File: config.mk
export PLATFORM = sky130hd
export DESIGN_NAME = hex_decoder_capture
export DESIGN_NICKNAME = d
export VERILOG_FILES = /design/src/rtl/hex_decoder_capture.sv
export SDC_FILE = /design/constraint.sdc
export NUM_CORES = 1
export LEC_CHECK = 0
export BUFFER_PORTS_ARGS = -buffer_cell sky130_fd_sc_hd__buf_2
export CAP_MARGIN = 0
export CORE_AREA = 5 5 76 78
export CTS_CLUSTER_DIAMETER = 120
export DETAILED_ROUTE_END_ITERATION = 8
export DIE_AREA = 0 0 81 83
export PLACE_DENSITY_LB_ADDON = 0.12
export SYNTH_ARGS = -nofsm -noshare
export SYNTH_HDL_FRONTEND = slang
export SYNTH_SLANG_ARGS = --single-unit
export TNS_END_PERCENT = 1
File: constraint.sdc
create_clock -name clk -period 2.8 [get_ports clk]
set_clock_uncertainty 0.1 [all_clocks]
set_input_delay 0.42 -clock clk [delete_from_list [all_inputs] [get_ports clk]]
set_output_delay 0.42 -clock clk [all_outputs]
set_load 0.02 [all_outputs]
File: src/rtl/hex_decoder_capture.sv
// hex_decoder_capture: debounces an active-low seven-segment pattern, decodes
// it to a hex nibble and assembles NUM_DIGITS accepted nibbles into a word.
// The first accepted digit ends up in the most significant nibble.
module hex_decoder_capture #(
    parameter int NUM_DIGITS    = 4,
    parameter int STABLE_CYCLES = 3
) (
    input  logic                    clk,
    input  logic                    reset,
    input  logic [0:6]              HEX,
    input  logic                    hex_valid,
    output logic [4*NUM_DIGITS-1:0] data,
    output logic                    data_valid,
    output logic [3:0]              digit,
    output logic                    error,
    output logic                    busy
);

    localparam int WW = 4 * NUM_DIGITS;
    localparam int IW = $clog2(NUM_DIGITS + 1);

    typedef enum logic [1:0] {IDLE, SETTLE, WAIT_REL} state_t;
    typedef enum logic [1:0] {K_DIGIT, K_BLANK, K_ILLEGAL} kind_t;

    state_t          state_q, state_d;
    logic [3:0]      cnt_q, cnt_d;
    logic [0:6]      ref_q, ref_d;
    logic [WW-1:0]   word_q, word_d;
    logic [IW-1:0]   idx_q, idx_d;
    logic [WW-1:0]   data_q, data_d;
    logic [3:0]      digit_q, digit_d;
    logic            data_valid_q, data_valid_d;
    logic            error_q, error_d;

    kind_t           dec_kind;
    logic [3:0]      dec_nib;
    logic            accept;
    logic [3:0]      cnt_inc;
    logic [IW-1:0]   idx_inc;
    logic [WW-1:0]   word_shift;

    // Segment pattern (a..g, active-low) to nibble / blank / illegal.
    always_comb begin
        dec_kind = K_DIGIT;
        dec_nib  = 4'h0;
        case (HEX)
            7'b0000001: dec_nib = 4'h0;
            7'b1001111: dec_nib = 4'h1;
            7'b0010010: dec_nib = 4'h2;
            7'b0000110: dec_nib = 4'h3;
            7'b1001100: dec_nib = 4'h4;
            7'b0100100: dec_nib = 4'h5;
            7'b0100000: dec_nib = 4'h6;
            7'b0001111: dec_nib = 4'h7;
            7'b0000000: dec_nib = 4'h8;
            7'b0001100: dec_nib = 4'h9;
            7'b0001000: dec_nib = 4'hA;
            7'b1100000: dec_nib = 4'hB;
            7'b0110001: dec_nib = 4'hC;
            7'b1000010: dec_nib = 4'hD;
            7'b0110000: dec_nib = 4'hE;
            7'b0111000: dec_nib = 4'hF;
            7'b1111111: dec_kind = K_BLANK;
            default:    dec_kind = K_ILLEGAL;
        endcase
    end

    // Debounce FSM plus word assembly; everything registered below.
    always_comb begin
        state_d      = state_q;
        cnt_d        = cnt_q;
        ref_d        = ref_q;
        word_d       = word_q;
        idx_d        = idx_q;
        data_d       = data_q;
        digit_d      = digit_q;
        data_valid_d = 1'b0;
        error_d      = 1'b0;
        accept       = 1'b0;
        cnt_inc      = cnt_q + 4'd1;
        idx_inc      = idx_q + IW'(1);
        // New nibble enters at the LSB end; older digits move toward the MSB.
        word_shift      = word_q << 4;
        word_shift[3:0] = dec_nib;

        case (state_q)
            IDLE: begin
                if (hex_valid) begin
                    ref_d   = HEX;
                    cnt_d   = 4'd1;
                    state_d = SETTLE;
                    // A single required sample means the entry sample is enough.
                    if (STABLE_CYCLES == 1) begin
                        accept  = 1'b1;
                        state_d = WAIT_REL;
                    end
                end
            end
            SETTLE: begin
                if (!hex_valid) begin
                    state_d = IDLE;
                    cnt_d   = 4'd0;
                end else if (HEX != ref_q) begin
                    ref_d = HEX;
                    cnt_d = 4'd1;
                end else begin
                    cnt_d = cnt_inc;
                    if (cnt_inc == 4'(STABLE_CYCLES)) begin
                        accept  = 1'b1;
                        state_d = WAIT_REL;
                    end
                end
            end
            WAIT_REL: begin
                if (!hex_valid) begin
                    state_d = IDLE;
                    cnt_d   = 4'd0;
                end
            end
            default: state_d = IDLE;
        endcase

        if (accept) begin
            case (dec_kind)
                K_DIGIT: begin
                    digit_d = dec_nib;
                    if (idx_inc == IW'(NUM_DIGITS)) begin
                        data_d       = word_shift;
                        data_valid_d = 1'b1;
                        word_d       = '0;
                        idx_d        = '0;
                    end else begin
                        word_d = word_shift;
                        idx_d  = idx_inc;
                    end
                end
                K_ILLEGAL: begin
                    error_d = 1'b1;
                    word_d  = '0;
                    idx_d   = '0;
                end
                default: ;
            endcase
        end
    end

    // State and output registers with synchronous reset.
    always_ff @(posedge clk) begin
        if (reset) begin
            state_q      <= IDLE;
            cnt_q        <= 4'd0;
            ref_q        <= 7'b1111111;
            word_q       <= '0;
            idx_q        <= '0;
            data_q       <= '0;
            digit_q      <= 4'h0;
            data_valid_q <= 1'b0;
            error_q      <= 1'b0;
        end else begin
            state_q      <= state_d;
            cnt_q        <= cnt_d;
            ref_q        <= ref_d;
            word_q       <= word_d;
            idx_q        <= idx_d;
            data_q       <= data_d;
            digit_q      <= digit_d;
            data_valid_q <= data_valid_d;
            error_q      <= error_d;
        end
    end

    assign data       = data_q;
    assign data_valid = data_valid_q;
    assign digit      = digit_q;
    assign error      = error_q;
    assign busy       = (state_q != IDLE) || (idx_q != '0);

endmodule

* Word-level counts from Yosys, hierarchy flattened
Index checks and enable logic that the tools add are counted.
Word-level totals: register bits 50, input port bits 10
Cells by class: add/subtract/negate cells 2, equal/unequal tests 28, muxes and demuxes 27, bitwise logic cells 2, reductions and logical operators 18
Operators with widths (number):
- 4-bit case mux with 15 select lines | 1
- 7-bit by 6-bit == test with 1-bit output (second input constant) | 5
- 7-bit == test (second input constant) | 5
- 12-bit case mux with 2 select lines | 1
- 7-bit by 4-bit == test with 1-bit output (second input constant) | 3
- 7-bit 2-to-1 mux | 3
- 4-bit 2-to-1 mux | 4
- 16-bit OR reduction | 1
- 7-bit case mux with 2 select lines | 1
- 12-bit 2-to-1 mux | 1
- 4-bit case mux with 3 select lines | 1
- 2-bit 2-to-1 mux | 5
- 2-bit != test (second input constant) | 4
- 4-bit AND reduction | 2
- 7-bit by 1-bit == test with 1-bit output (second input constant) | 1
- 7-bit by 3-bit == test with 1-bit output (second input constant) | 1
- 7-bit by 5-bit == test with 1-bit output (second input constant) | 1
- 7-bit logical NOT | 1
- 7-bit != test | 1
- 1-bit 2-to-1 mux | 6
- 3-bit != test (second input constant) | 2
- 2-bit case mux with 3 select lines | 1
- 3-bit case mux with 2 select lines | 1
- 3-bit AND reduction | 2
- other kinds (16) | 23

* Logic depth before layout (Yosys ltp)
Gate-level depths: netlist (run 1).
depth after elaboration 8, depth in mapped cells 10

* Worst setup path before layout (run 1)
No wires, ideal clock.
kind input -> register, from in HEX[3] (netlist bit), to reg data_q[1] (netlist: data[1]), setup time 121 ps, arrival 1783 ps, data required time 2579 ps, slack 796 ps, stages 7, buffers on the path 1, cells stage by stage buf_2 -> nor2_1 -> a32oi_1 -> o32a_4 -> nand3b_4 -> nand4_4 -> mux2_4
Between the ends: cells in the longest elaborated chain, start to end 5
RTL lines:
- start: declaration | line 10 | input logic [0:6] HEX,
- 7-bit by 6-bit == test with 1-bit output, or another cell as far along | line 46 | case (HEX)
- 16-bit OR reduction (no source line) or 1-bit 2-to-1 mux (tied branches)
- 2-bit case mux with 2 select lines or 1-bit 2-to-1 mux (tied branches) | line 46, 100
- 2-bit logical NOT or 1-bit 2-to-1 mux (tied branches) | line 124, 86
- 3-bit AND reduction (no source line)
- end signal: assignment | line 165 | data_q <= data_d;
- end: declaration | line 30 | logic [WW-1:0] data_q, data_d;
Several ways; a longest one is shown, not always the timed one. A chain may end at the register's enable or synchronous reset.

* Final worst setup path (run 1)
from reg state_q[0], to reg data_q[11] (netlist: data[11])
Between the ends: cells in the longest elaborated chain, start to end 3
RTL lines:
- start: declaration | line 25 | state_t state_q, state_d;
- start signal: assignment | line 160 | state_q <= state_d;
- 2-bit by 1-bit == test with 1-bit output | line 86 | case (state_q)
- 1-bit 2-to-1 mux | line 86
- 3-bit AND reduction (no source line)
Every way passes these cells.

==> flow_metrics.py, run 1 <==
metrics = {
    "floorplanning": {
        "start_util_pct": 55.9,
        "core.rowCount": 26,
        "io_pins": 33,
        "dieHeight_um": 83,
        "chipWidth_um": 81,
        "die_area_mm2": 0.00672,
        "placeableCoreArea_mm2": 0.00501,
    },
    "yosys": {
        "synthTopCellsByCount": "dfxtp_1 (50), a21oi_1 (29), nand2_1 (28)",
        "synth_edf_count": 0,
        "syn_area_mm2": 0.00280,
        "synthCells": 329,
        "yosysUniqueCellTypes": 61,
        "yosys-top-cells-area": "dfxtp_1 (36%), a21oi_1 (5.2%), ha_1 (4.0%), nand2_1 (3.8%), nand4_1 (3.3%)",
        "synth.most_common_cell": "dfxtp_1",
        "synth_fp_nets": 348,
        "synth_top_cell_area_share_pct": 35.7,
        "ys_seq_area_share_pct": 35.7,
        "yosysTopAreaCell": "dfxtp_1",
        "ys.flop_type": "dfxtp_1",
        "async_flop_share_pct": 0,
        "yosysWarnings": 0,
        "avgSynthCellArea_um2": 8.52,
        "ys_ff_latch": 50,
    },
    "finish": {
        "fillers": 488,
        "synthToLayoutAreaGrowth_pct": 8.35,
        "fin_util_pct": 60.6,
        "final_cell_count_no_fill": 416,
        "antenna_cells": 0,
        "drive_above_1_share_pct": 17.6,
        "fin_nets": 364,
    },
    "job": {
        "drv_cap": 0,
    },
    "grt": {
        "grt_usage_pct": 18.4,
        "grt_overflow_total": 0,
        "grt_first_pass_wirelength_um": 10200,
        "antenna_found_initial": 0,
        "grt_max_degree": 48,
        "grt_pass1_vias": 2160,
    },
    "timing": {
        "worst_slew_margin_rel_pct": 63.0,
        "tightest_slew_ns": 0.553,
        "rsz0062_at_grt": "false",
        "slew_viol_final": 0,
        "timing.fmax_ghz": 0.408,
        "setup_viol": 0,
        "hold_viol": 0,
        "tns_ns": 0,
        "fin_crit_ns": 2.45,
        "period_share_pct": 87.5,
        "hold_slack_ns": 0.369,
        "fin_ws_ns": 0.350,
    },
    "critical_path": {
        "max_stage_delay_ns": 0.49,
        "cp.required_ns": 2.88,
        "cp_num_buf_inv": 0,
        "end_kind": "flip-flop",
        "crit_chain": "ha_1, and2_1, nand4_2, nor2_4, nand4_1, o21ai_1, a21oi_1",
        "critPathMaxFanout": 13,
        "crit_type": "reg2reg",
        "start_kind": "flip-flop",
        "worst-r2r-setup-slack_ns": 0.35,
        "cp.arrival_ns": 2.53,
        "crit_family": "simple AND/OR/NAND/NOR gates",
        "slowest_stage": "nand4_1",
    },
    "detailed_routing": {
        "first_iter_violations": 189,
        "avgViaCountPerCell": 5.75,
        "drt-pass1-iter-count": 4,
        "num_vias": 2394,
        "avgRoutedWirePerCell_um": 14.6,
        "wl_um": 6060,
        "postRouteAntennaNets": 0,
        "drc": 0,
    },
    "clocking": {
        "worstSkewPairLatency_ns": 0.30,
        "clk_pin_slew_ns": 0.10,
        "cts_buffers": 5,
        "cts_tree": "done",
        "htreeDepth": 2,
        "ctsHoldBuffers": 0,
        "cts_buffer_depth": 2,
        "clockRootBuffer": "clkbuf_8",
        "cts_resized": 0,
        "postCtsSetupBuffers": 0,
        "cts_sinks": 50,
    },
    "power": {
        "ir_drop_v": 0.000234,
        "power_density_mw_per_mm2": 470,
        "leakagePower_nw": 1.17,
    },
    "hold_path": {
        "holdCritPathClass": "reg2reg",
    },
    "placed_design": {
        "numPortBuffers": 32,
        "dp_cells": 408,
        "pre_cts_ws_ns": 0.351,
        "dp_hpwl_um": 4260,
        "gp_congestion": 0.882,
    },
    "status": {
        "status": "complete, no violations",
    },
}
==> cells in the final DEF (no fill, tap or decap), drive strengths merged, types with 2 or more instances in the layout <==
cell type	n
and3b	3
or3	4
ha	9
o32a	2
clkbuf	5
nor3b	3
nor3	17
o211ai	2
and2	5
nand3b	2
a31oi	5
o32ai	7
and3	3
a211oi	3
buf	36
nor4b	2
dfxtp	50
a21oi	29
nand2b	5
o22ai	7
nand4	19
inv	15
o21ai	20
mux2i	5
nor2b	7
nand4b	3
xnor2	9
nand3	8
nand2	29
nor2	14
==> worst paths after layout <==
kind	start	endpoint	cells past startpoint
max reg2reg	state_q[0]	data[11]	7
min	data[3]	data[3]	2
max	state_q[0]	data[11]	7
min reg2reg	data[3]	data[3]	2
==> tightest hold or removal path, cell delays in order, from the launching register on <==
cell and delay (ns):
dfxtp_1 0.32, nand2_1 0.05, mux2i_1 0.06
==> metal layers <==
metal	up-vias	global-route usage [%]	share of wire [%]
li1	1224	-	-
met1	1108	27.9	51
met2	60	27.0	44
met3	2	2.92	5.1
met4	0	4.30	0.49
met5	-	0	0
==> area by class of cell <==
class / instances / area, um2 / area share, %
flip-flops and latches: 50 / 1000 / 33.0
clock inverters: 3 / 48.8 / 1.61
clock buffers: 5 / 68.8 / 2.27
inverters: 15 / 56.3 / 1.85
multi-input cells: 237 / 1580 / 52.2
repair buffers: 36 / 190 / 6.26
well taps: 70 / 87.6 / 2.88
==> per-stage QoR <==
step / total power, mW / area (um2)
final: 1.43 / 3040
after global placement: 0.911 / 2920
after CTS: 1.44 / 3040
after global routing: 1.49 / 3040
after floorplan: 0.883 / 2800
after detailed placement: 0.914 / 2920
==> state kept, by name (all words and copies together), names as in the netlist <==
signal	count
word_q	12
digit	4
cnt_q	4
data_valid	1
ref_q	7
state_q	2
data	16
idx_q	3
error	1
==> cells by family after synthesis <==
logic type,count (synthesis),share of synthesized area [%]
AO/OA/AOI/OAI,84,19.1
XOR/XNOR,10,3.66
adder cells (fa/ha/maj),9,4.02
buffers and inverters,42,7.77
flip-flops,50,35.7
multiplexers,6,2.32
AND/OR/NAND/NOR,128,27.4
==> power breakdown <==
part | internal [mW] | switching [mW] | total (mW)
Combinational | 0.0588 | 0.106 | 0.165
Clock | 0.272 | 0.257 | 0.530
Sequential | 0.722 | 0.0110 | 0.733
Note: power is estimated with default switching activity, not from simulation.
==> run 2, diff against run 1 <==
--- a/config.mk
+++ b/config.mk
@@ -11,7 +11,8 @@
 export CTS_CLUSTER_DIAMETER = 120
 export DETAILED_ROUTE_END_ITERATION = 8
 export DIE_AREA = 0 0 81 83
-export PLACE_DENSITY_LB_ADDON = 0.12
+export PLACE_DENSITY_LB_ADDON = 0.2
+export RECOVER_POWER = 50
 export SYNTH_ARGS = -nofsm -noshare
 export SYNTH_HDL_FRONTEND = slang
 export SYNTH_SLANG_ARGS = --single-unit
==> flow_metrics.py, run 2 (synthesis gave the netlist of run 1 again) <==
metrics = {
    "finish": {
        "multi_input_area_mm2": 0.00157,
        "largest_reg_flops": 16,
        "layout_common_cells": "dfxtp_1 (50), a21oi_1 (29), nand2_1 (28), clkbuf_1 (25)",
        "synthToLayoutAreaGrowth_pct": 5.94,
        "drive_above_1_share_pct": 10.1,
        "ff_latch_area_mm2": 0.00100,
        "final_cell_count_no_fill": 416,
        "final_common_cell": "dfxtp_1",
        "fin_nets": 364,
        "fillers": 494,
        "antenna_cells": 0,
    },
    "detailed_routing": {
        "wl_um": 6090,
        "drc": 0,
        "postRouteAntennaNets": 0,
        "num_vias": 2425,
        "avgRoutedWirePerCell_um": 14.6,
        "avgViaCountPerCell": 5.83,
        "first_iter_violations": 153,
        "drt-pass1-iter-count": 4,
    },
    "timing": {
        "timing.fmax_ghz": 0.400,
        "hold_viol": 0,
        "fin_crit_ns": 2.50,
        "tightest_slew_ns": 0.744,
        "worst_slew_margin_rel_pct": 50.4,
        "slew_viol_final": 0,
        "period_share_pct": 89.4,
        "tns_ns": 0,
        "rsz0062_at_grt": "false",
        "setup_viol": 0,
    },
    "clocking": {
        "cts_tree": "done",
        "clockRootBuffer": "clkbuf_8",
        "cts_sinks": 50,
        "cts_buffers": 5,
        "htreeDepth": 2,
        "clk_pin_slew_ns": 0.10,
        "cts_buffer_depth": 2,
        "ctsHoldBuffers": 0,
        "postCtsSetupBuffers": 0,
        "worstSkewPairLatency_ns": 0.30,
        "cts_resized": 0,
    },
    "power": {
        "internal_power_uw": 984,
        "leakagePower_nw": 1.04,
        "switching_share_pct": 27.1,
        "power_frac_comb_pct": 12.0,
        "clkPwrFrac_pct": 33.7,
        "power_density_mw_per_mm2": 455,
        "p_sw_uw": 366,
        "ir_drop_v": 0.000269,
        "p_seq_share_pct": 54.3,
    },
    "critical_path": {
        "cp.required_ns": 2.90,
        "crit_type": "in2reg",
        "crit_chain": "clkbuf_1, xnor2_1, a32oi_1, o32a_4, nand3b_4, nand4_1, mux2_4",
        "critPathMaxFanout": 17,
        "max_stage_delay_ns": 0.55,
        "end_kind": "flip-flop",
        "slowest_stage": "clkbuf_1",
        "cp.arrival_ns": 2.60,
        "start_kind": "input port",
    },
    "hold_path": {
        "holdCritPathClass": "reg2reg",
    },
    "grt": {
        "grt_usage_pct": 18.8,
        "grt_pass1_vias": 2228,
        "grt_overflow_total": 0,
        "antenna_found_initial": 0,
        "grt_first_pass_wirelength_um": 10400,
        "grt_max_degree": 48,
    },
    "floorplanning": {
        "io_pins": 33,
        "core.rowCount": 26,
        "start_util_pct": 55.9,
        "placeableCoreArea_mm2": 0.00501,
        "chipWidth_um": 81,
        "die_area_mm2": 0.00672,
        "dieHeight_um": 83,
    },
    "placed_design": {
        "dp_hpwl_um": 4200,
        "gp_congestion": 0.881,
        "dp_cells": 408,
        "numPortBuffers": 32,
    },
    "status": {
        "status": "complete, no violations",
    },
    "job": {
        "drv_cap": 0,
    },
}
## run 2: cell type report
type,count,share of cell area [%]
clock inverters,2,0.548
multi-input cells,237,52.8
inverters,15,1.90
repair buffers,36,5.27
well taps,70,2.95
clock buffers,6,2.78
flip-flops and latches,50,33.7
## run 2: worst paths after layout
kind / start / end / slack, ns / cells past startpoint
hold / removal: data[3] / data[3] / 0.37 / 2
setup reg to reg: cnt_q[1] / data[13] / 0.33 / 7
hold reg to reg: data[3] / data[3] / 0.37 / 2
setup / recovery: HEX[3] / data[1] / 0.30 / 7
## run 2: critical path: cells and delay by family
| kind | cells | cell delay (ns) |
|---|---|---|
| XOR/XNOR | 1 | 0.19 |
| AO/OA/AOI/OAI | 2 | 0.48 |
| buffers and inverters | 1 | 0.55 |
| multiplexers | 1 | 0.40 |
| AND/OR/NAND/NOR | 2 | 0.54 |
## run 2: routing by layer
metal,share of wire (%),global-route usage (%)
met1,49,27.9
met3,5.1,2.81
met4,0.85,3.84
met2,45,28.7
met5,0,0
## run 2: metrics by stage
step | power [mW] | hold WS [ns] | setup WS, ns | util (%) | cell area [um2]
2_1_floorplan | 0.883 | 0.345 | 0.796 | - | 2800
5_1_grt | 1.41 | 0.402 | 0.111 | 59.3 | 2970
4_1_cts | 1.36 | 0.372 | 0.349 | 60.2 | 3020
3_5_place_dp | 0.914 | 0.349 | 0.320 | 58.3 | 2920
3_3_place_gp | 0.912 | 0.348 | 0.407 | 58.3 | 2920
6_report | 1.35 | 0.367 | 0.298 | 59.3 | 2970
## run 2: power groups by stage
stage | Combinational, mW | Sequential (mW) | Clock (mW)
finish | 0.162 | 0.733 | 0.455
global route | 0.180 | 0.735 | 0.493
floorplan | 0.136 | 0.747 | 0
CTS | 0.165 | 0.733 | 0.463
global placement | 0.163 | 0.750 | 0
detailed placement | 0.164 | 0.750 | 0
==> run 3, diff against run 2 <==
--- a/config.mk
+++ b/config.mk
@@ -7,10 +7,10 @@
 export LEC_CHECK = 0
 export BUFFER_PORTS_ARGS = -buffer_cell sky130_fd_sc_hd__buf_2
 export CAP_MARGIN = 0
-export CORE_AREA = 5 5 76 78
+export CORE_AREA = 5 5 103 105
 export CTS_CLUSTER_DIAMETER = 120
 export DETAILED_ROUTE_END_ITERATION = 8
-export DIE_AREA = 0 0 81 83
+export DIE_AREA = 0 0 108 110
 export PLACE_DENSITY_LB_ADDON = 0.2
 export RECOVER_POWER = 50
 export SYNTH_ARGS = -nofsm -noshare
==> flow_metrics.py, run 3 (synthesis gave the netlist of run 1 again) <==
metrics = {
    "power": {
        "internal_power_uw": 966,
        "ir_drop_v": 0.000213,
        "p_sw_uw": 393,
        "p_seq_share_pct": 53.9,
        "leakagePower_nw": 1.04,
        "power_density_mw_per_mm2": 447,
        "power_frac_comb_pct": 11.9,
        "switching_share_pct": 28.9,
        "clkPwrFrac_pct": 34.1,
    },
    "critical_path": {
        "cp.required_ns": 2.91,
        "slowest_stage": "clkbuf_1",
        "crit_chain": "clkbuf_1, and3b_1, o21ai_0, o211ai_1, nand3b_4, nand4_1, mux2_4",
        "crit_type": "in2reg",
        "cp.arrival_ns": 2.67,
        "worst-r2r-setup-slack_ns": 0.34,
        "critPathMaxFanout": 17,
        "cp_num_buf_inv": 1,
        "crit_family": "simple AND/OR/NAND/NOR gates",
        "max_stage_delay_ns": 0.53,
        "start_kind": "input port",
        "rr_startpoint": "cnt_q[0]",
        "end_kind": "flip-flop",
        "reg2regPathDepth": 7,
        "reg2reg_to": "data[1]",
        "cp.depth": 7,
    },
    "finish": {
        "multi_input_area_mm2": 0.00156,
        "fin_nets": 364,
        "fin_util_pct": 31.8,
        "antenna_cells": 0,
        "synthToLayoutAreaGrowth_pct": 8.44,
        "layout_common_cells": "dfxtp_1 (50), a21oi_1 (29), nand2_1 (28), clkbuf_1 (25)",
        "drive_above_1_share_pct": 9.83,
        "ff_latch_area_mm2": 0.00100,
        "fillers": 1057,
        "final_common_cell": "dfxtp_1",
        "largest_reg_flops": 16,
        "final_cell_count_no_fill": 479,
    },
    "hold_path": {
        "worstHoldStart": "word_q[9]",
        "holdCritPathClass": "reg2reg",
        "holdPathStages": 2,
        "hold_end": "data[13]",
    },
    "clocking": {
        "cts_buffer_depth": 2,
        "clk_pin_slew_ns": 0.11,
        "cts_tree": "done",
        "cts_sinks": 50,
        "cts_resized": 0,
        "worstSkewPairLatency_ns": 0.31,
        "htreeDepth": 2,
        "postCtsSetupBuffers": 0,
        "clockRootBuffer": "clkbuf_8",
        "ctsHoldBuffers": 0,
        "cts_buffers": 5,
    },
    "detailed_routing": {
        "wl_um": 6560,
        "avgViaCountPerCell": 5.02,
        "postRouteAntennaNets": 0,
        "drc": 0,
        "num_vias": 2403,
        "first_iter_violations": 71,
        "avgRoutedWirePerCell_um": 13.7,
        "drt-pass1-iter-count": 4,
    },
    "timing": {
        "setup_viol": 0,
        "hold_viol": 0,
        "timing.fmax_ghz": 0.391,
        "period_share_pct": 91.4,
        "fin_crit_ns": 2.56,
        "tns_ns": 0,
        "worst_slew_margin_rel_pct": 52.1,
        "slew_viol_final": 0,
        "tightest_slew_ns": 0.719,
        "rsz0062_at_grt": "false",
    },
    "grt": {
        "grt_usage_pct": 11.2,
        "grt_pass1_vias": 2173,
        "grt_max_degree": 48,
        "grt_overflow_total": 0,
        "grt_first_pass_wirelength_um": 10800,
        "antenna_found_initial": 0,
    },
    "placed_design": {
        "numPortBuffers": 32,
        "dp_cells": 471,
        "dp_hpwl_um": 4610,
        "gp_congestion": 0.755,
    },
    "floorplanning": {
        "die_area_mm2": 0.0119,
        "start_util_pct": 29.4,
        "io_pins": 33,
        "placeableCoreArea_mm2": 0.00955,
        "dieHeight_um": 110,
        "chipWidth_um": 108,
        "core.rowCount": 36,
    },
    "status": {
        "status": "complete, no violations",
    },
    "job": {
        "drv_cap": 0,
    },
}
[run 3: layout make-up]
cell class	count	share of cell area, %
sequential	50	32.9
timing repair buffer	36	5.15
tap	133	5.48
inverter	15	1.85
clock buffer	5	2.26
multi-input combinational	237	51.4
clock inverter	3	0.947
[run 3: power by group through the flow]
stage / combinational [mW] / sequential [mW] / clock, mW
final: 0.162 / 0.733 / 0.464
after global routing: 0.183 / 0.734 / 0.510
after CTS: 0.168 / 0.733 / 0.483
after detailed placement: 0.167 / 0.749 / 0
after global placement: 0.167 / 0.749 / 0
after floorplan: 0.136 / 0.747 / 0
[run 3: worst max path at each step]
stage	from	to	slack [ns]
finish	HEX[3]	data[1]	0.24
global route	cnt_q[0]	data[9]	0.11
CTS	state_q[0]	data[9]	0.34
detailed placement	HEX[0]	data[12]	0.33
global placement	HEX[0]	digit[1]	0.36
floorplan	HEX[3]	data[1]	0.80
[run 3: worst register-to-register path: stages, from the launching register on]
cell	delay (ns)
dfxtp_1	0.42
ha_1	0.26
and2_1	0.15
a21oi_1	0.06
o22ai_1	0.38
and3_1	0.28
nand4_1	0.32
mux2_4	0.40
[run 3: stage by stage]
step                      hold slack (ns)  setup WS [ns]  total power [mW]  cell area, um2
after global routing                0.405          0.111              1.43            3040
after detailed placement            0.356          0.326             0.917            3000
after floorplan                     0.345          0.796             0.883            2800
after CTS                           0.368          0.345              1.38            3100
after global placement              0.344          0.357             0.916            3000
final                               0.369          0.242              1.36            3040
[run 3: routing by layer]
metal	track usage [%]	part of all wire (%)
met5	0	0
met3	2.10	3.7
met4	3.25	1.2
met1	15.5	49
met2	18.0	46
